[config.mk]
export PLATFORM = sky130hd
export DESIGN_NAME = universal_shift_reg_flat
export DESIGN_NICKNAME = d
export VERILOG_FILES = /design/src/rtl/universal_shift_reg_if.sv /design/src/rtl/universal_shift_reg.sv /design/src/flat_wrapper.sv
export SDC_FILE = /design/constraint.sdc
export NUM_CORES = 1
export LEC_CHECK = 0
export BUFFER_PORTS_ARGS = -buffer_cell sky130_fd_sc_hd__buf_4
export CELL_PAD_IN_SITES_DETAIL_PLACEMENT = 0
export CELL_PAD_IN_SITES_GLOBAL_PLACEMENT = 1
export CORE_MARGIN = 4
export CORE_UTILIZATION = 29
export DETAILED_ROUTE_END_ITERATION = 10
export PLACE_DENSITY = 0.79
export SLEW_MARGIN = 20
export SYNTH_ARGS = -nofsm -noshare
export SYNTH_HDL_FRONTEND = slang
export SYNTH_SLANG_ARGS = --single-unit
[constraint.sdc]
create_clock -name c -period 1 [get_ports c]
set_input_delay 0.1 -clock c [delete_from_list [all_inputs] [get_ports c]]
set_output_delay 0.1 -clock c [all_outputs]
set_load 0.02 [all_outputs]
[src/rtl/universal_shift_reg_if.sv]
// Universal shift register bus: mode/data/serial inputs and register outputs.
// Ports: s, d, sir, sil (to register); q, sor, sol, cnt, done (from register).
interface universal_shift_reg_if #(
    parameter int WIDTH = 4,
    parameter int CNTW  = $clog2(WIDTH)
);
    logic [1:0]       s;
    logic [WIDTH-1:0] d;
    logic             sir;
    logic             sil;
    logic [WIDTH-1:0] q;
    logic             sor;
    logic             sol;
    logic [CNTW-1:0]  cnt;
    logic             done;

    modport master (
        output s, d, sir, sil,
        input  q, sor, sol, cnt, done
    );

    modport slave (
        input  s, d, sir, sil,
        output q, sor, sol, cnt, done
    );
endinterface

[src/rtl/universal_shift_reg.sv]
// WIDTH-bit universal shift register: hold / shift right / shift left / load,
// updated on the falling edge of c, with a shift counter and word-done pulse.
// Ports: c (clock, falling edge), re_ (async active-low reset),
//        bus.slave: s mode, d load data, sir/sil serial in,
//                   q contents, sor/sol serial out, cnt shifts, done pulse.
module universal_shift_reg #(
    parameter int WIDTH = 4,
    parameter int CNTW  = $clog2(WIDTH)
) (
    input logic                 c,
    input logic                 re_,
    universal_shift_reg_if.slave bus
);
    localparam logic [CNTW-1:0] CNT_LAST = CNTW'(WIDTH - 1);

    logic [WIDTH-1:0] q_q, q_d;
    logic [CNTW-1:0]  cnt_q, cnt_d;
    logic             done_q, done_d;
    logic             shift;

    always_comb begin
        q_d    = q_q;
        cnt_d  = cnt_q;
        done_d = 1'b0;
        shift  = 1'b0;
        unique case (bus.s)
            2'b00: ;
            2'b01: begin
                q_d   = {bus.sir, q_q[WIDTH-1:1]};
                shift = 1'b1;
            end
            2'b10: begin
                q_d   = {q_q[WIDTH-2:0], bus.sil};
                shift = 1'b1;
            end
            2'b11: begin
                q_d   = bus.d;
                cnt_d = '0;
            end
            default: ;
        endcase
        // Both directions advance the same word counter; wrap and
        // done happen on the same edge so back-to-back words have no gap.
        if (shift) begin
            if (cnt_q == CNT_LAST) begin
                cnt_d  = '0;
                done_d = 1'b1;
            end else begin
                cnt_d = cnt_q + 1'b1;
            end
        end
    end

    always_ff @(negedge c or negedge re_) begin
        if (!re_) begin
            q_q    <= '0;
            cnt_q  <= '0;
            done_q <= 1'b0;
        end else begin
            q_q    <= q_d;
            cnt_q  <= cnt_d;
            done_q <= done_d;
        end
    end

    assign bus.q    = q_q;
    assign bus.sor  = q_q[0];
    assign bus.sol  = q_q[WIDTH-1];
    assign bus.cnt  = cnt_q;
    assign bus.done = done_q;
endmodule

[src/flat_wrapper.sv]
// flat-port wrapper written by rule: the top's interface ports become plain ports
module universal_shift_reg_flat 
#(
    parameter int WIDTH = 4,
    parameter int CNTW  = $clog2(WIDTH)
)
  (c, re_, bus_s, bus_d, bus_sir, bus_sil, bus_q, bus_sor, bus_sol, bus_cnt, bus_done);
  universal_shift_reg_if #(.WIDTH(WIDTH), .CNTW(CNTW)) bus_i ();
  input logic c;
  input logic re_;
  input wire logic [$bits(bus_i.s)-1:0] bus_s;
  input wire logic [$bits(bus_i.d)-1:0] bus_d;
  input wire logic [$bits(bus_i.sir)-1:0] bus_sir;
  input wire logic [$bits(bus_i.sil)-1:0] bus_sil;
  output wire logic [$bits(bus_i.q)-1:0] bus_q;
  output wire logic [$bits(bus_i.sor)-1:0] bus_sor;
  output wire logic [$bits(bus_i.sol)-1:0] bus_sol;
  output wire logic [$bits(bus_i.cnt)-1:0] bus_cnt;
  output wire logic [$bits(bus_i.done)-1:0] bus_done;
  assign bus_i.s = bus_s;
  assign bus_i.d = bus_d;
  assign bus_i.sir = bus_sir;
  assign bus_i.sil = bus_sil;
  assign bus_q = bus_i.q;
  assign bus_sor = bus_i.sor;
  assign bus_sol = bus_i.sol;
  assign bus_cnt = bus_i.cnt;
  assign bus_done = bus_i.done;
  universal_shift_reg #(.WIDTH(WIDTH), .CNTW(CNTW)) u_core (.c(c), .re_(re_), .bus(bus_i));
endmodule
== After elaboration in Yosys (flattened, before gate mapping) ==
Cells that the tools add are included.
Operators by class
  eq/ne operators: 4
  reductions and logical operators: 3
  multiplexer cells: 7
  add/sub/neg operators: 1
Operators by type and width (number)
  $pmux W4 S3: 1
  $eq A2 B2 Y1 const B: 3
  $mux W2: 3
  $mux W1: 3
  $reduce_bool A3 Y1: 1
  $add A2 B1 Y2 const B: 1
  $eq A2 B1 Y1 const B: 1
  $reduce_bool A2 Y1: 1
  $reduce_or A2 Y1: 1
Storage, ports and cells
  input bits: 10
  output and inout port bits: 9
  logic and storage cells: 18
  bits in registers: 7

== Depth between registers and ports, before layout ==
Gate-level depths: netlist (run 1).
  depth in word-level cells: 4
  gate-level depth with buffers: 5
  gate-level depth less buffers: 4

==> run_results.csv, run 1 <==
group,metric,value,unit
die,core_area,1350,sq um
job,cap_violations,0,
critical_path,worstPathRequired,900,ps
power,power_density,1421,nW/um^2
cts,clock-sinks,7,
critical_path,cp_slowest_cell,"dfrtn_1",
die,io_pins,19,
synthesis,synth-seq-cells,7,
critical_path,r2r_slack,-50,ps
power,switching_share,34.27,%
detailed_routing,antenna_left,0,
die,die_w,46.47,microns
synthesis,syn-num-nets,53,
synthesis,syn-cell-area,429.2,sq um
cts,cts_tree,"built",
cts,root_buffer,"clkbuf_4",
global_routing,antenna_found_initial,0,
synthesis,yosys.area.top_type,"dfrtn_1",
critical_path,critical_path_arrival,1340,ps
status,status,"complete, but fails checks",
place,dp_cells,80,
final_layout,num-nets-final,88,
synthesis,yosysTopAreaCellShare,40.82,%
critical_path,rr_worst_depth,4,
global_routing,use_met2,23.90,%
synthesis,avgSynthCellArea,11.00,sq um
global_routing,grt_overflow_total,0,
die,start_util,31.79,%
die,die_area,2159,sq um
timing,finClkSkew,3.748,ps
synthesis,synth.distinct_cells,13,
final_layout,area_growth,110.2,%
timing,slew_headroom,87.99,%
timing,hold_viol,0,
detailed_routing,first_iter_violations,4,
global_routing,use_met3,7.031,%
synthesis,async_reset_ff_share,100.0,%
timing,whs,31.23,ps
critical_path,setup.worst_path.end,"bus_q[0]",
critical_path,cp_num_buf_inv,1,
synthesis,synth_ff_type,"dfrtn_1",
final_layout,final_util,66.82,%
final_layout,layout-drive-gt1-share,80.82,%
cts,cts_buffer_depth,2,
global_routing,grtUsageTotal,13.97,%
detailed_routing,avgViaCountPerCell,4.886,
critical_path,cp_cell_sequence,"buf_4",
power,clockPowerShare,20.6,%
critical_path,critPathLaunchType,"register",
critical_path,crit_path_max_incr_delay,430,ps
synthesis,syn_inst,39,
power,internal-power,842.5,uW
timing,slew_violations,0,
detailed_routing,remaining_drc_errors,0,
hold_path,hold_path_class,"in -> async",
timing,setup_viol,16,
cts,clk_pin_slew,40,ps
timing,worst_pin_slew,179.3,ps
place,place_congestion,0.7121,
cts,clk_latency,260,ps
global_routing,grt_pass1_wl,2.070,mm
cts,htree_levels,1,
critical_path,r2r-start,"u_core.bus.cnt[0]",
critical_path,worstSetupPathType,"reg -> out",
synthesis,ys_top_cells_by_count,"dfrtn_1 (7), nand2_1 (6)",
critical_path,endpoint_kind,"output pin",
status,violations,"setup timing",
synthesis,ys_top_cells_by_area,"dfrtn_1 (41%), o221ai_2 (14%), ha_1 (12%)",
synthesis,yosysSeqAreaShare,40.82,%
detailed_routing,dr_total_vias,430,
global_routing,met1_usage,15.15,%
power,leakage,0.4160,nW
global_routing,grt_pass1_vias,452,
critical_path,critPathTopFamily,"flip-flops",
power,p_comb_share,50.3,%
die,die_y,46.47,microns
timing,finalWorstSetupSlack,-439.5,ps
critical_path,worstPathMaxFanout,3,
power,power,1.282,mW
detailed_routing,drt-pass1-iter-count,2,
place,port_buffers,18,
cts,cts_made_buffers,3,
global_routing,grt.busiest_layer,"met2",
die,num_rows,13,
final_layout,fin_cells,88,
power,power.switching,439.2,uW
synthesis,synth-edff-count,0,
critical_path,crit_cells,1,
global_routing,grt_max_degree,8,
detailed_routing,totalWireLength,1.264,mm
power,p_seq_share,29.1,%
timing,rsz0062_at_grt,"true",
power,ir_worst_vdd,0.9136,mV
synthesis,synthMostInstantiatedCell,"dfrtn_1",
final_layout,n_fill_cell,107,
detailed_routing,detail_route.wl_per_cell,14.36,microns
synthesis,yosysWarningCount,0,
final_layout,diodes,0,
critical_path,r2r_end,"u_core.bus.cnt[0]",
critical_path,crit_start,"u_core.bus.q[0]",
-- power by group through the flow --
stage          combinational [mW]  clock (mW)  sequential (mW)
4_1_cts                     0.617       0.278            0.373
5_1_grt                     0.694       0.289            0.379
3_5_place_dp                0.487           0            0.370
3_3_place_gp                0.479           0            0.369
2_1_floorplan               0.180           0            0.447
6_report                    0.645       0.264            0.373
-- flip-flops by register name, indices dropped and copies added (netlist names) --
name,flops
u_core.bus.q,4
u_core.bus.cnt,2
u_core.bus.done,1
-- repair_timing --
| action | 4_1_cts | 5_1_grt |
|---|---|---|
| gates resized for setup | 32 | 5 |
| pin swaps | 8 | 3 |
| setup endpoints to repair | 16 | 16 |
| hold buffers | 0 | 0 |
| setup buffers | 3 | 2 |
| cloned | 0 | 0 |
-- layer usage --
metal	up-vias	part of all wire [%]
met4	0	0
li1	208	-
met2	14	50
met3	0	8.9
met1	208	41
met5	-	0
-- cells by family after synthesis --
family,after synthesis,share of synthesized area [%]
and+or+nand+nor,13,16.62
DFF,7,40.82
adders and majority gates,4,11.66
AOI/OAI and AO/OA,10,23.91
buffers and inverters,5,6.997
-- metrics by stage --
stage               cell area [sq um]  TNS (ps)  setup slack (ps)
floorplan                       475.5     -2914            -293.6
global placement                678.2     -4350            -500.2
detailed placement              678.2     -4463            -512.5
CTS                             872.1     -4520            -454.2
global route                    902.1     -4894            -466.1
finish                          902.1     -4497            -439.5
-- cell type report --
class | instances | area (sq um) | area share (%)
flip-flops and latches | 7 | 175.2 | 19.42
repair buffers | 33 | 314.1 | 34.81
clock buffers | 4 | 26.28 | 2.913
well taps | 15 | 18.77 | 2.080
multi-input cells | 27 | 342.8 | 38.00
inverters | 2 | 25.02 | 2.774
-- cell usage in the layout, fill, tap and decap left out, drive strengths merged --
master / synthesis / layout
a21o: 1 / 1
a22oi: 4 / 4
and2: 1 / 1
buf: 3 / 33
clkbuf: 0 / 4
dfrtn: 7 / 7
ha: 4 / 4
inv: 2 / 2
nand2: 6 / 6
nand2b: 4 / 4
nor4b: 1 / 1
o21ai: 1 / 1
o221ai: 4 / 4
or2: 1 / 1
-- how the worst min path moves through the flow --
stage               from                 to  slack [ps]
floorplan            re_  u_core.bus.cnt[0]         200
global placement     re_  u_core.bus.cnt[1]         310
detailed placement   re_  u_core.bus.cnt[1]         310
CTS                  re_    u_core.bus.q[1]          30
global route         re_  u_core.bus.cnt[1]          20
finish               re_    u_core.bus.q[2]          30
(Power assumes the default switching activity.)
==> run 2: changes to the inputs <==
TNS_END_PERCENT = 10   (was not set)
==> run_results.csv, run 2 (synthesized netlist as in run 1, its figures left out) <==
group,metric,value,unit
status,status,"complete, but fails checks",
place,dp_cells,76,
place,port_buffers,18,
global_routing,grt_pass1_wl,1.635,mm
die,die_area,2159,sq um
cts,root_buffer,"clkbuf_4",
critical_path,cp_num_buf_inv,1,
critical_path,worstSetupPathType,"reg -> out",
timing,finalWorstSetupSlack,-452.5,ps
critical_path,worstPathMaxFanout,3,
timing,worst_pin_slew,253.6,ps
final_layout,area_growth,65.60,%
critical_path,worstPathRequired,900,ps
critical_path,cp_slowest_cell,"dfrtn_1",
power,power.switching,376.3,uW
timing,finClkSkew,1.501,ps
cts,cts_buffer_depth,2,
die,core_area,1350,sq um
detailed_routing,avgViaCountPerCell,4.888,
power,p_seq_share,33.0,%
global_routing,grt_pass1_vias,390,
critical_path,critical_path_arrival,1350,ps
power,internal-power,763.6,uW
detailed_routing,drt-pass1-iter-count,4,
timing,setup_viol,16,
critical_path,critPathTopFamily,"flip-flops",
final_layout,design_area,710.7,sq um
cts,clock-sinks,7,
die,io_pins,19,
global_routing,grt_max_degree,17,
final_layout,final_common_cell,"buf_4",
place,dp_hpwl,778.2,microns
timing,hold_viol,0,
detailed_routing,detail_route.wl_per_cell,12.23,microns
critical_path,cp_cell_sequence,"buf_4",
detailed_routing,remaining_drc_errors,0,
power,leakage,0.3314,nW
timing,slew_violations,0,
critical_path,critPathLaunchType,"register",
power,p_comb_share,43.8,%
critical_path,crit_path_max_incr_delay,430,ps
power,power,1.140,mW
detailed_routing,antenna_left,0,
timing,slew_headroom,82.85,%
final_layout,n_fill_cell,133,
cts,htree_levels,1,
final_layout,layout-drive-gt1-share,63.08,%
cts,hold_buffers,0,
timing,rsz0062_at_grt,"true",
cts,clk_latency,260,ps
cts,cts_made_buffers,3,
power,switching_share,33.01,%
hold_path,hold_path_class,"in -> async",
die,die_y,46.47,microns
power,ir_worst_vdd,0.8287,mV
die,num_rows,13,
timing,whs,27.14,ps
final_layout,largest_reg_flops,4,
global_routing,antenna_found_initial,0,
cts,cts_tree,"built",
final_layout,num-nets-final,80,
final_layout,most-common-layout-cells,"buf_4 (17), buf_6 (7), dfrtn_1 (7)",
critical_path,endpoint_kind,"output pin",
detailed_routing,totalWireLength,978,microns
cts,clk_pin_slew,40,ps
cts,post_cts_buffers,0,
global_routing,grtUsageTotal,11.08,%
final_layout,diodes,0,
global_routing,grt_overflow_total,0,
die,die_w,46.47,microns
detailed_routing,dr_total_vias,391,
job,cap_violations,0,
final_layout,fin_cells,80,
detailed_routing,first_iter_violations,4,
power,power_density,1604,nW/um^2
die,start_util,31.79,%
place,dpl_cell_area,628.1,sq um
place,pre_cts_ws,-496.4,ps
place,place_congestion,0.6878,
power,clockPowerShare,23.2,%
status,violations,"setup timing",
## run 2: changes by cell type in the layout (fill, tap and decap cells not counted), moves of 3 or more
cell     change
ha_4         -3
nand2_1      +3
buf_6        -4
buf_4        -3
## run 2: cell type report
class / instances / area [sq um] / area share, %
well taps: 15 / 18.77 / 2.641
multi-input cells: 27 / 254.0 / 35.74
repair buffers: 25 / 221.5 / 31.16
flip-flops and latches: 7 / 175.2 / 24.65
inverters: 2 / 15.01 / 2.113
clock buffers: 4 / 26.28 / 3.697
## run 2: per-layer routing
layer  GRT usage, %  up-vias  wire length, microns
li1               -      190                     -
met1          13.00      174                   431
met2          14.56       21                   407
met3          5.859        6                   116
met4          9.091        0                    22
met5              0        -                     0
## run 2: repair_timing
action                                  4_1_cts  5_1_grt
gates cloned                                  0        0
gates resized for setup                       9        8
endpoints found under the hold margin         0        0
endpoints found under the setup margin       16       16
## run 2: power groups by stage
stage                     Sequential [mW]  Combinational, mW  Clock [mW]
after floorplan                     0.447              0.172           0
after global placement              0.369              0.450           0
after detailed placement            0.374              0.456           0
after CTS                           0.377              0.490       0.272
after global routing                0.386              0.533       0.286
final                               0.376              0.499       0.265
## run 2: final timing paths
check / slack [ps] / startpoint / depth (start not counted) / end
worst min register to register: 570 / u_core.bus.cnt[0] / 2 / u_core.bus.cnt[0]
worst max-delay path: -450 / u_core.bus.q[0] / 1 / bus_sor
worst min-delay path: 30 / re_ / 1 / u_core.bus.cnt[1]
max in group asynchronous: 820 / re_ / 1 / u_core.bus.cnt[0]
worst max register to register: -80 / u_core.bus.cnt[0] / 4 / u_core.bus.cnt[0]
min in group c: 540 / bus_sir / 3 / u_core.bus.q[3]
## run 2: stage by stage
stage	util [%]	setup TNS, ps
2_1_floorplan	-	-3201
3_3_place_gp	46.52	-4401
3_5_place_dp	46.52	-4531
4_1_cts	50.70	-5113
5_1_grt	52.64	-5239
6_report	52.64	-4692
==> run 3: changes to the inputs <==
CORE_UTILIZATION = 31   (was 29)
CTS_BUF_LIST = sky130_fd_sc_hd__clkbuf_2 sky130_fd_sc_hd__clkbuf_4 sky130_fd_sc_hd__clkbuf_8   (was not set)
PLACE_DENSITY = not set   (was 0.79)
PLACE_DENSITY_LB_ADDON = 0.1   (was not set)
SKIP_LAST_GASP = 1   (was not set)
==> run_results.csv, run 3 (synthesized netlist as in run 1, its figures left out) <==
group,metric,value,unit
cts,clock-sinks,7,
hold_path,hold_path_class,"in -> async",
critical_path,cp_num_buf_inv,1,
status,violations,"setup timing",
detailed_routing,drt-pass1-iter-count,4,
global_routing,grt_max_degree,17,
cts,cts_made_buffers,3,
critical_path,rr_worst_depth,4,
cts,cts_buffer_depth,2,
timing,finClkSkew,2.347,ps
timing,fin_tns_setup,-5078,ps
die,start_util,32.98,%
timing,worst_pin_slew,256.2,ps
global_routing,grt_pass1_wl,1.890,mm
critical_path,crit_cells,1,
critical_path,worstPathRequired,900,ps
place,dpl_cell_area,613.1,sq um
timing,setup_viol,16,
detailed_routing,detail_route.wl_per_cell,13.59,microns
place,port_buffers,18,
die,num_rows,13,
critical_path,worstSetupPathType,"reg -> out",
global_routing,grt_pass1_vias,431,
critical_path,endpoint_kind,"output pin",
cts,cts-resized-gates,0,
cts,clk_latency,260,ps
critical_path,cp_cell_sequence,"buf_4",
detailed_routing,avgViaCountPerCell,5.025,
cts,clk_pin_slew,40,ps
detailed_routing,antenna_left,0,
detailed_routing,totalWireLength,1.087,mm
final_layout,most-common-layout-cells,"buf_4 (25), dfrtn_1 (7), nand2_1 (6)",
place,dp_hpwl,880.3,microns
final_layout,fin_cells,80,
global_routing,grtUsageTotal,12.78,%
timing,rsz0062_at_grt,"true",
timing,finalWorstSetupSlack,-450.9,ps
status,status,"complete, but fails checks",
cts,htree_levels,1,
die,die_area,2043,sq um
detailed_routing,dr_total_vias,402,
final_layout,largest_reg_flops,4,
final_layout,final_common_cell,"buf_4",
critical_path,critPathLaunchType,"register",
die,io_pins,19,
place,dp_cells,74,
power,leakage,0.3237,nW
timing,slew_headroom,82.68,%
final_layout,layout-drive-gt1-share,58.46,%
final_layout,num-nets-final,80,
place,place_congestion,0.7377,
power,power,1.117,mW
final_layout,area_growth,53.35,%
die,die_w,45.21,microns
final_layout,diodes,0,
place,pre_cts_ws,-492.0,ps
timing,hold_viol,0,
global_routing,antenna_found_initial,0,
critical_path,crit_path_max_incr_delay,440,ps
detailed_routing,remaining_drc_errors,0,
final_layout,design_area,658.1,sq um
critical_path,worstPathMaxFanout,3,
critical_path,cp_slowest_cell,"dfrtn_1",
die,core_area,1301,sq um
cts,root_buffer,"clkbuf_4",
global_routing,grt_overflow_total,0,
critical_path,critPathTopFamily,"flip-flops",
detailed_routing,first_iter_violations,13,
critical_path,critical_path_arrival,1350,ps
timing,slew_violations,0,
cts,cts_tree,"built",
die,die_y,45.21,microns
power,ir_worst_vdd,0.8546,mV
job,cap_violations,0,
power,power_density,1697,nW/um^2
## run 3: cell counts in the layout (fill, tap and decap cells not counted)
Identical to the previous run, type by type.
## run 3: routing by layer
layer / vias up / wire (microns) / track usage (%)
met5: - / 0 / 0
met4: 0 / 9 / 3.509
met3: 2 / 91 / 5.578
met2: 13 / 548 / 21.19
met1: 193 / 437 / 14.88
li1: 194 / - / -
## run 3: final cells by class
class,count,area (sq um)
fill,133,643.1
multi-input combinational,27,239.0
timing repair buffer,25,187.7
sequential,7,175.2
clock buffer,4,30.03
tap,15,18.77
inverter,2,7.507
## run 3: worst paths after layout
| kind | end | slack (ps) | startpoint |
|---|---|---|---|
| worst max-delay path | bus_q[3] | -450 | u_core.bus.q[3] |
| worst max register to register | u_core.bus.cnt[0] | -70 | u_core.bus.cnt[0] |
| min in group c | u_core.bus.q[3] | 550 | bus_sir |
| worst min register to register | u_core.bus.cnt[0] | 550 | u_core.bus.cnt[0] |
| max in group asynchronous | u_core.bus.q[3] | 810 | re_ |
| worst min-delay path | u_core.bus.q[0] | 30 | re_ |
## run 3: timing repair
action	in CTS	in global routing
hold buffers	0	0
endpoints found under the setup margin	16	16
setup buffers	2	0
## run 3: report_power, final
part	internal (mW)	switching [mW]	leakage, nW
clock network	0.180	0.111	0.0184
registers	0.338	0.0292	0.0892
logic	0.236	0.223	0.216
total	0.753	0.363	0.324
## run 3: per-stage QoR
stage | hold slack, ps | util [%]
2_1_floorplan | 195.8 | -
3_3_place_gp | 308.5 | 47.12
3_5_place_dp | 312.1 | 47.12
4_1_cts | 28.68 | 50.58
5_1_grt | 19.61 | 50.58
6_report | 30.94 | 50.58
